==> config.mk <==
export PLATFORM = sky130hd
export DESIGN_NAME = hazard_ctrl
export DESIGN_NICKNAME = d
export VERILOG_FILES = /design/src/rtl/hazard_pkg.sv /design/src/rtl/fwd_sel.sv /design/src/rtl/hazard_ctrl.sv
export SDC_FILE = /design/constraint.sdc
export NUM_CORES = 1
export LEC_CHECK = 0
export ABC_AREA = 1
export CORE_UTILIZATION = 30
export CTS_CLUSTER_DIAMETER = 80
export CTS_CLUSTER_SIZE = 12
export DETAILED_ROUTE_END_ITERATION = 10
export PLACE_DENSITY_LB_ADDON = 0.25
export SYNTH_ARGS = -nofsm -noshare
export SYNTH_HDL_FRONTEND = slang
export SYNTH_SLANG_ARGS = --single-unit
==> constraint.sdc <==
create_clock -name clk -period 2.6 [get_ports clk]
set_input_delay 0.78 -clock clk [delete_from_list [all_inputs] [get_ports clk]]
set_output_delay 0.78 -clock clk [all_outputs]
set_load 0.05 [all_outputs]
==> src/rtl/hazard_pkg.sv <==
// Shared types and constants for the pipeline hazard controller.
package hazard_pkg;

  typedef enum logic [1:0] {
    FWD_RF  = 2'b00,
    FWD_WB  = 2'b01,
    FWD_MEM = 2'b10
  } fwd_sel_t;

  typedef enum logic [1:0] {
    RUN       = 2'b00,
    LOAD_WAIT = 2'b01,
    MD_BUSY   = 2'b10
  } hz_state_t;

  localparam int ZERO_REG = 0;

endpackage

==> src/rtl/fwd_sel.sv <==
// Single-operand forwarding comparator: picks the youngest in-flight writer of rs.
// Purely combinational; M stage wins over W stage, register 0 never forwards.
module fwd_sel
  import hazard_pkg::*;
#(
  parameter int REG_ADDR_W = 5
) (
  input  logic [REG_ADDR_W-1:0] rs,
  input  logic [REG_ADDR_W-1:0] rdm,
  input  logic [REG_ADDR_W-1:0] rdw,
  input  logic                  regwritem,
  input  logic                  regwritew,
  output logic [1:0]            sel
);

  fwd_sel_t sel_e;
  logic     rs_live;

  assign rs_live = (rs != REG_ADDR_W'(ZERO_REG));

  always_comb begin
    sel_e = FWD_RF;
    if (rs_live && regwritem && (rs == rdm)) begin
      sel_e = FWD_MEM;
    end else if (rs_live && regwritew && (rs == rdw)) begin
      sel_e = FWD_WB;
    end
  end

  assign sel = sel_e;

endmodule

==> src/rtl/hazard_ctrl.sv <==
// Hazard controller for the 5-stage core: forwarding, load-use stalls with optional
// extra bubbles, mul/div busy stalls, branch flushes and saturating perf counters.
module hazard_ctrl
  import hazard_pkg::*;
#(
  parameter int REG_ADDR_W = 5,
  parameter int LOAD_EXTRA = 0,
  parameter int CNT_W      = 32
) (
  input  logic                  clk,
  input  logic                  reset,
  input  logic [REG_ADDR_W-1:0] Rs1D,
  input  logic [REG_ADDR_W-1:0] Rs2D,
  input  logic [REG_ADDR_W-1:0] Rs1E,
  input  logic [REG_ADDR_W-1:0] Rs2E,
  input  logic [REG_ADDR_W-1:0] RdE,
  input  logic [REG_ADDR_W-1:0] RdM,
  input  logic [REG_ADDR_W-1:0] RdW,
  input  logic                  RegWriteM,
  input  logic                  RegWriteW,
  input  logic                  PCSrcE,
  input  logic                  ResultSrcE0,
  input  logic                  MdStartE,
  input  logic                  MdDone,
  output logic [1:0]            ForwardAE,
  output logic [1:0]            ForwardBE,
  output logic                  StallF,
  output logic                  StallD,
  output logic                  StallE,
  output logic                  FlushD,
  output logic                  FlushE,
  output logic                  FlushM,
  output logic [CNT_W-1:0]      StallCount,
  output logic [CNT_W-1:0]      FlushCount
);

  hz_state_t  state, state_nxt;
  logic [3:0] wait_cnt, wait_nxt;
  logic       lw_hit;
  logic [1:0] fwd_a, fwd_b;

  fwd_sel #(.REG_ADDR_W(REG_ADDR_W)) u_fwd_a (
    .rs(Rs1E), .rdm(RdM), .rdw(RdW),
    .regwritem(RegWriteM), .regwritew(RegWriteW), .sel(fwd_a)
  );

  fwd_sel #(.REG_ADDR_W(REG_ADDR_W)) u_fwd_b (
    .rs(Rs2E), .rdm(RdM), .rdw(RdW),
    .regwritem(RegWriteM), .regwritew(RegWriteW), .sel(fwd_b)
  );

  assign ForwardAE = reset ? 2'b00 : fwd_a;
  assign ForwardBE = reset ? 2'b00 : fwd_b;

  assign lw_hit = ResultSrcE0 && (RdE != REG_ADDR_W'(ZERO_REG)) &&
                  ((Rs1D == RdE) || (Rs2D == RdE));

  always_comb begin
    state_nxt = state;
    wait_nxt  = wait_cnt;
    StallF    = 1'b0;
    StallD    = 1'b0;
    StallE    = 1'b0;
    FlushD    = 1'b0;
    FlushE    = 1'b0;
    FlushM    = 1'b0;
    case (state)
      RUN: begin
        FlushD = PCSrcE;
        FlushE = PCSrcE | lw_hit;
        StallF = lw_hit;
        StallD = lw_hit;
        if (lw_hit && (LOAD_EXTRA > 0)) begin
          state_nxt = LOAD_WAIT;
          wait_nxt  = 4'(LOAD_EXTRA);
        end else if (MdStartE) begin
          state_nxt = MD_BUSY;
        end
      end
      LOAD_WAIT: begin
        StallF   = 1'b1;
        StallD   = 1'b1;
        FlushE   = 1'b1;
        wait_nxt = wait_cnt - 4'd1;
        if (wait_cnt == 4'd1) state_nxt = RUN;
      end
      MD_BUSY: begin
        // The instruction in E advances on the MdDone cycle itself.
        if (MdDone) begin
          state_nxt = RUN;
        end else begin
          StallF = 1'b1;
          StallD = 1'b1;
          StallE = 1'b1;
          FlushM = 1'b1;
        end
      end
      default: state_nxt = RUN;
    endcase
    if (reset) begin
      StallF = 1'b0;
      StallD = 1'b0;
      StallE = 1'b0;
      FlushD = 1'b0;
      FlushE = 1'b0;
      FlushM = 1'b0;
    end
  end

  always_ff @(posedge clk) begin
    if (reset) begin
      state      <= RUN;
      wait_cnt   <= 4'd0;
      StallCount <= '0;
      FlushCount <= '0;
    end else begin
      state    <= state_nxt;
      wait_cnt <= wait_nxt;
      if (StallF && (StallCount != '1)) StallCount <= StallCount + CNT_W'(1);
      if (PCSrcE && (state == RUN) && (FlushCount != '1)) FlushCount <= FlushCount + CNT_W'(1);
    end
  end

endmodule

==> results of run 1 <==
sequential cells by signal (all words and copies together), names as in the netlist:
name	flops
FlushCount	32
state	1
StallCount	32
what timing repair did:
item,in CTS,in global routing
pin swaps,40,38
setup endpoints to repair,7,7
resized for setup,158,45
gates cloned,0,0
buffers inserted,5,0
hold buffers,0,0
worst paths after layout:
check | from | end | slack (ps) | depth (start not counted)
min | FlushCount[1] | FlushCount[1] | 500 | 2
max reg2reg | StallCount[0] | StallCount[23] | 510 | 10
max | RdW[4] | ForwardAE[0] | 5 | 6
min reg2reg | FlushCount[1] | FlushCount[1] | 500 | 2
worst min-delay path, delay by kind of cell, from the launching register on:
kind,cells,cell delay (ps)
AOI/OAI and AO/OA,1,50
DFF,1,330
and+or+nand+nor,1,70
cell families (layout without fill, tap and decap cells):
| kind of cell | Yosys count | in the layout | share of synthesized area, % |
|---|---|---|---|
| simple gates | 451 | 451 | 43.3 |
| fa+ha+maj | 2 | 2 | 0.558 |
| xor+xnor | 35 | 35 | 6.84 |
| compound gates | 76 | 76 | 10.7 |
| buf+inv | 102 | 249 | 9.57 |
| flops | 65 | 65 | 29.0 |
cells in the mapped netlist, drive strengths merged:
cell / instances
a211o: 1
a211oi: 1
a21oi: 61
a221oi: 2
and2: 1
and3: 2
buf: 14
clkbuf: 8
dfxtp: 65
ha: 2
inv: 80
nand2: 216
nand3: 67
nand3b: 3
nand4: 11
nor2: 129
nor3: 19
nor4: 3
o211a: 1
o21ai: 8
o221ai: 1
o2bb2ai: 1
xnor2: 14
xor2: 21
layout make-up:
class / count / area (um^2) / area share (%)
inverters: 80 / 310 / 4.75
clock inverters: 6 / 67.6 / 1.03
multi-input cells: 564 / 2930 / 44.7
clock buffers: 10 / 229 / 3.50
repair buffers: 153 / 1470 / 22.5
well taps: 184 / 230 / 3.52
flip-flops and latches: 65 / 1300 / 19.9
where the power goes:
part	leakage (nW)	switching [mW]	total [mW]	internal, mW
Sequential	0.524	0.00763	1.01	1.00
Clock	0.139	0.476	1.22	0.745
Combinational	1.98	0.207	0.363	0.156
per-layer routing:
layer / up-vias / track usage (%) / share of wire (%)
met5: - / 0 / 0
met4: 0 / 6.66 / 1.8
met3: 18 / 3.82 / 4.1
met2: 96 / 29.0 / 47
met1: 2188 / 22.6 / 47
li1: 2621 / - / -
==> run summary, run 1 <==
Seq/Total Area, Yosys: 29.0%
Final hold violation count: 0
Share of layout cells above drive strength 1: 20.2%
Row cnt: 44
Status: finished, final reports clean
RSZ-0062 raised after global routing: true
Core Area: 14500 um^2
DRT Wirelength: 13100 um
Req. time, crit path: 1820 ps
Commonest cells after routing, fill and taps aside: 196 x nand2_1, 118 x nor2_1, 67 x inv_1
Via count: 4923
Slew HR: 64.0%
Post-Syn Instances: 731
FF+latch count, synth: 65
Placed Instance Area: 6130 um^2
Detailed Routing Iterations Pass 1: 4
Max Fanout on Critical Path: 2
Antenna Nets Post-Route: 0
Max-cap violations: 0
CTS tree: done
Slowest cell on the critical path: and3_4
Synth Cell Area: 4480 um^2
Largest net degree at the start of global routing: 39
Starting Density: 30.9%
CTS clk-pin slew, worst paths: 50 ps
CTS Buf Count: 9
CP bufs+invs: 2
Die height: 124 um
Final WS setup: 4.91 ps
Avg WL per Cell: 12.4 um
Worst EP arrival: 1820 ps
Commonest non-fill, non-tap cell in the layout: nand2_1
Final net count: 918
Pwr Density: 397 nW/um^2
Post-route DRC violation count: 0
Top cell type's share of synthesized area: 29.0%
Layout filler cell count: 1533
Leading area contributor after synthesis: dfxtp_1
Antenna violations before repair: 0
P_leak: 2.65 nW
Clock Path Buffers: 2
CP top delay family: simple AND/OR/NAND/NOR gates
Min Hold Slack: 504 ps
Syn nets: 776
First-pass GRT wire length: 22400 um
Vias/cell: 4.64
Placed Instances: 1042
DR iter-0 viols: 259
Buffers on Ports: 116
Worst Tran Pin Value: 538 ps
Peak VDD IR: 0.000434 V
H-tree lvl count: 3
Root Driver: clkbuf_16
Placer Congestion: 0.879
Io pins: 117
Ant. Diodes: 0
Worst min path class: flop to flop
Final critical-path required period: 2600 ps
Worst slack, placed: -395 ps
Final core utilization: 45.0%
Synthesis Warnings: 0
Worst-path cell chain: buf_2 > xnor2_2 > o221ai_2 > nor4_2 > and3_4 > buf_12
Dpl hpwl: 9830 um
Slowest Stage Delay on Critical Path: 240 ps
Ranking of synthesized cells by area: dfxtp_1 29%, nand2_1 17%, nor2_1 11%
Avg Cell Area, Syn: 6.13 um^2
Total negative slack: 0 ps
Die ar.: 15400 um^2
Number of global-route vias before repair: 4722
Tot GR Track Use: 17.7%
FMAX: 385 MHz
CP endpoint kind: primary output
Yosys cell types: 37
Post-Layout Cell Count: 1062
Post-layout power: 2.59 mW
Final Skew: 8.72 ps
Final setup fails: 0
Area growth from synthesis to layout: 45.8%
Overflow after GRT: 0
Fin crit share: 99.8%
Clock Latency Late Sink: 340 ps
Sink Count: 65
Fin area: 6540 um^2
Chip Width: 124 um
Max-slew violation count: 0
Critical path class: input port to primary output
Setup crit start kind: input port
Note: power is estimated with default switching activity, not from simulation.
==> run 2, diff against run 1 <==
--- a/config.mk
+++ b/config.mk
@@ -6,11 +6,14 @@
 export NUM_CORES = 1
 export LEC_CHECK = 0
 export ABC_AREA = 1
-export CORE_UTILIZATION = 30
+export CELL_PAD_IN_SITES_DETAIL_PLACEMENT = 1
+export CELL_PAD_IN_SITES_GLOBAL_PLACEMENT = 2
+export CORE_UTILIZATION = 25
 export CTS_CLUSTER_DIAMETER = 80
 export CTS_CLUSTER_SIZE = 12
 export DETAILED_ROUTE_END_ITERATION = 10
-export PLACE_DENSITY_LB_ADDON = 0.25
+export MAX_ROUTING_LAYER = met4
+export PLACE_DENSITY = 0.91
 export SYNTH_ARGS = -nofsm -noshare
 export SYNTH_HDL_FRONTEND = slang
 export SYNTH_SLANG_ARGS = --single-unit
==> run summary, run 2 (same netlist as run 1, synthesis figures left out) <==
Status: complete, but fails checks (was finished, final reports clean)
Fin area: 6710 um^2 (was 6540 um^2)
CTS tree: done (unchanged)
Max Fanout on Critical Path: 3 (was 2)
Max-slew violation count: 0 (unchanged)
R2R Path End: StallCount[31] (was StallCount[23])
Worst min path class: flop to flop (unchanged)
Tot GR Track Use: 18.3% (was 17.7%)
Slowest Stage Delay on Critical Path: 300 ps (was 240 ps)
Hold Startpoint: FlushCount[1] (unchanged)
Final WS setup: -1.38 ps (was 4.91 ps)
P_leak: 2.70 nW (was 2.65 nW)
Worst Hold End: FlushCount[1] (unchanged)
Slowest cell on the critical path: nor4_4 (was and3_4)
Ant. Diodes: 0 (unchanged)
CTS clk-pin slew, worst paths: 60 ps (was 50 ps)
Top flop regs: FlushCount: 32 flops, StallCount: 32 flops, state: 1 flops (unchanged)
Failing checks: negative setup slack
Placed Instance Area: 6240 um^2 (was 6130 um^2)
Total negative slack: -1.38 ps (was 0 ps)
Worst EP arrival: 1820 ps (about the same)
Antenna violations before repair: 0 (unchanged)
Detailed Routing Iterations Pass 1: 4 (unchanged)
Overflow after GRT: 0 (unchanged)
DRT Wirelength: 15900 um (was 13100 um)
Flop2flop setup slack: 420 ps (was 510 ps)
Post-layout power: 2.66 mW (was 2.59 mW)
CTS Buf Count: 9 (unchanged)
DR iter-0 viols: 158 (was 259)
Setup crit start kind: input port (unchanged)
Placer Congestion: 0.875 (was 0.879)
Commonest non-fill, non-tap cell in the layout: nand2_1 (unchanged)
Post-CTS Hold Buffers: 0 (unchanged)
Pwr Density: 396 nW/um^2 (was 397 nW/um^2)
Root Driver: clkbuf_16 (unchanged)
Clock Latency Late Sink: 340 ps (about the same)
Peak VDD IR: 0.000316 V (was 0.000434 V)
Chip Width: 136 um (was 124 um)
Reg2reg path depth: 10 (unchanged)
RR Startpoint: StallCount[0] (unchanged)
Starting Density: 25.7% (was 30.9%)
Post-route DRC violation count: 0 (unchanged)
Final setup fails: 1 (was 0)
Final net count: 922 (was 918)
Via count: 5086 (was 4923)
Avg WL per Cell: 14.3 um (was 12.4 um)
Critical path class: input port to primary output (unchanged)
Die ar.: 18500 um^2 (was 15400 um^2)
Worst-path cell chain: buf_2 > xor2_4 > nor4_4 > and3_4 > buf_12 (was buf_2 > xnor2_2 > o221ai_2 > nor4_2 > and3_4 > buf_12)
Final Skew: 5.93 ps (was 8.72 ps)
CP endpoint kind: primary output (unchanged)
Worst Tran Pin Value: 542 ps (was 538 ps)
FMAX: 384 MHz (was 385 MHz)
Row cnt: 48 (was 44)
Layout filler cell count: 2230 (was 1533)
Slew HR: 63.8% (was 64.0%)
Vias/cell: 4.60 (was 4.64)
Final hold violation count: 0 (unchanged)
Worst Hold Path Cells: 2 (unchanged)
Dpl hpwl: 12000 um (was 9830 um)
RSZ-0062 raised after global routing: true (unchanged)
Die height: 136 um (was 124 um)
Antenna Nets Post-Route: 0 (unchanged)
Commonest cells after routing, fill and taps aside: 198 x nand2_1, 121 x nor2_1, 67 x clkdlybuf4s50_1 (was 196 x nand2_1, 118 x nor2_1, 67 x inv_1)
Largest net degree at the start of global routing: 39 (unchanged)
Share of layout cells above drive strength 1: 20.5% (was 20.2%)
Area growth from synthesis to layout: 49.5% (was 45.8%)
Core Area: 17400 um^2 (was 14500 um^2)
Max-cap violations: 0 (unchanged)
Io pins: 117 (unchanged)
First-pass GRT wire length: 25700 um (was 22400 um)
Sink Count: 65 (unchanged)
Req. time, crit path: 1820 ps (about the same)
Number of global-route vias before repair: 5191 (was 4722)
Buffers on Ports: 116 (unchanged)
Clock Path Buffers: 2 (unchanged)
Final critical-path required period: 2600 ps (about the same)
H-tree lvl count: 3 (unchanged)
Fin crit share: 100% (was 99.8%)
==> run 2: changes by cell type in the layout (fill, tap and decap cells not counted), sizes merged <==
cell	previous run	this run
buf	75	80
clkinvlp	2	0
clkdlybuf4s15	3	4
clkdlybuf4s50	66	67
dlygate4sd2	4	3
inv	81	80
==> run 2: what timing repair did <==
action | CTS | global route
buffers inserted | 4 | 0
setup endpoints to repair | 7 | 7
gates resized for setup | 173 | 46
pin swaps | 42 | 32
==> run 2: layout make-up <==
type                       count  area [um^2]  area share, %
multi-input combinational    564         2970           44.3
clock inverter                 3         40.0          0.597
inverter                      80          318           4.74
sequential                    65         1300           19.4
clock buffer                  12          256           3.83
tap                          225          282           4.20
timing repair buffer         157         1540           22.9
==> run 2: report_power, final <==
group	internal, mW	leakage [nW]	switching (mW)	total (mW)
sequential	1.00	0.524	0.00832	1.01
clock	0.787	0.148	0.475	1.26
combinational	0.164	2.03	0.220	0.384
total	1.95	2.70	0.703	2.66
==> run 2: worst max path at each step <==
stage / slack, ps / cells after the start / start / to
after floorplan: -220 / 7 / reset / StallF
after global placement: -400 / 8 / RdM[2] / ForwardAE[1]
after detailed placement: -480 / 9 / Rs2E[3] / ForwardBE[0]
after CTS: -90 / 9 / Rs2E[3] / ForwardBE[0]
after global routing: -50 / 5 / RdW[3] / ForwardAE[0]
final: -1 / 5 / Rs1E[0] / ForwardAE[0]
==> run 2: per-stage QoR <==
step | hold WS [ps] | setup slack (ps) | std cells | utilization (%)
3_3_place_gp | 497 | -401 | 1091 | 35.8
3_5_place_dp | 503 | -479 | 1091 | 35.8
5_1_grt | 546 | -45.1 | 1106 | 38.5
6_report | 503 | -1.38 | 1106 | 38.5
2_1_floorplan | 529 | -223 | 731 | -
4_1_cts | 511 | -93.1 | 1109 | 38.0
==> run 2: per-layer routing <==
layer	track usage, %	vias to the layer above	part of all wire [%]
met4	5.43	0	1.6
met1	20.4	2384	43
li1	-	2615	-
met3	2.95	18	2.8
met2	33.3	69	52
met5	-	-	0
==> run 2: critical path, delay by kind of cell <==
kind / cells / cell delay [ps]
buf+inv: 2 / 290
simple gates: 2 / 540
xor+xnor: 1 / 210
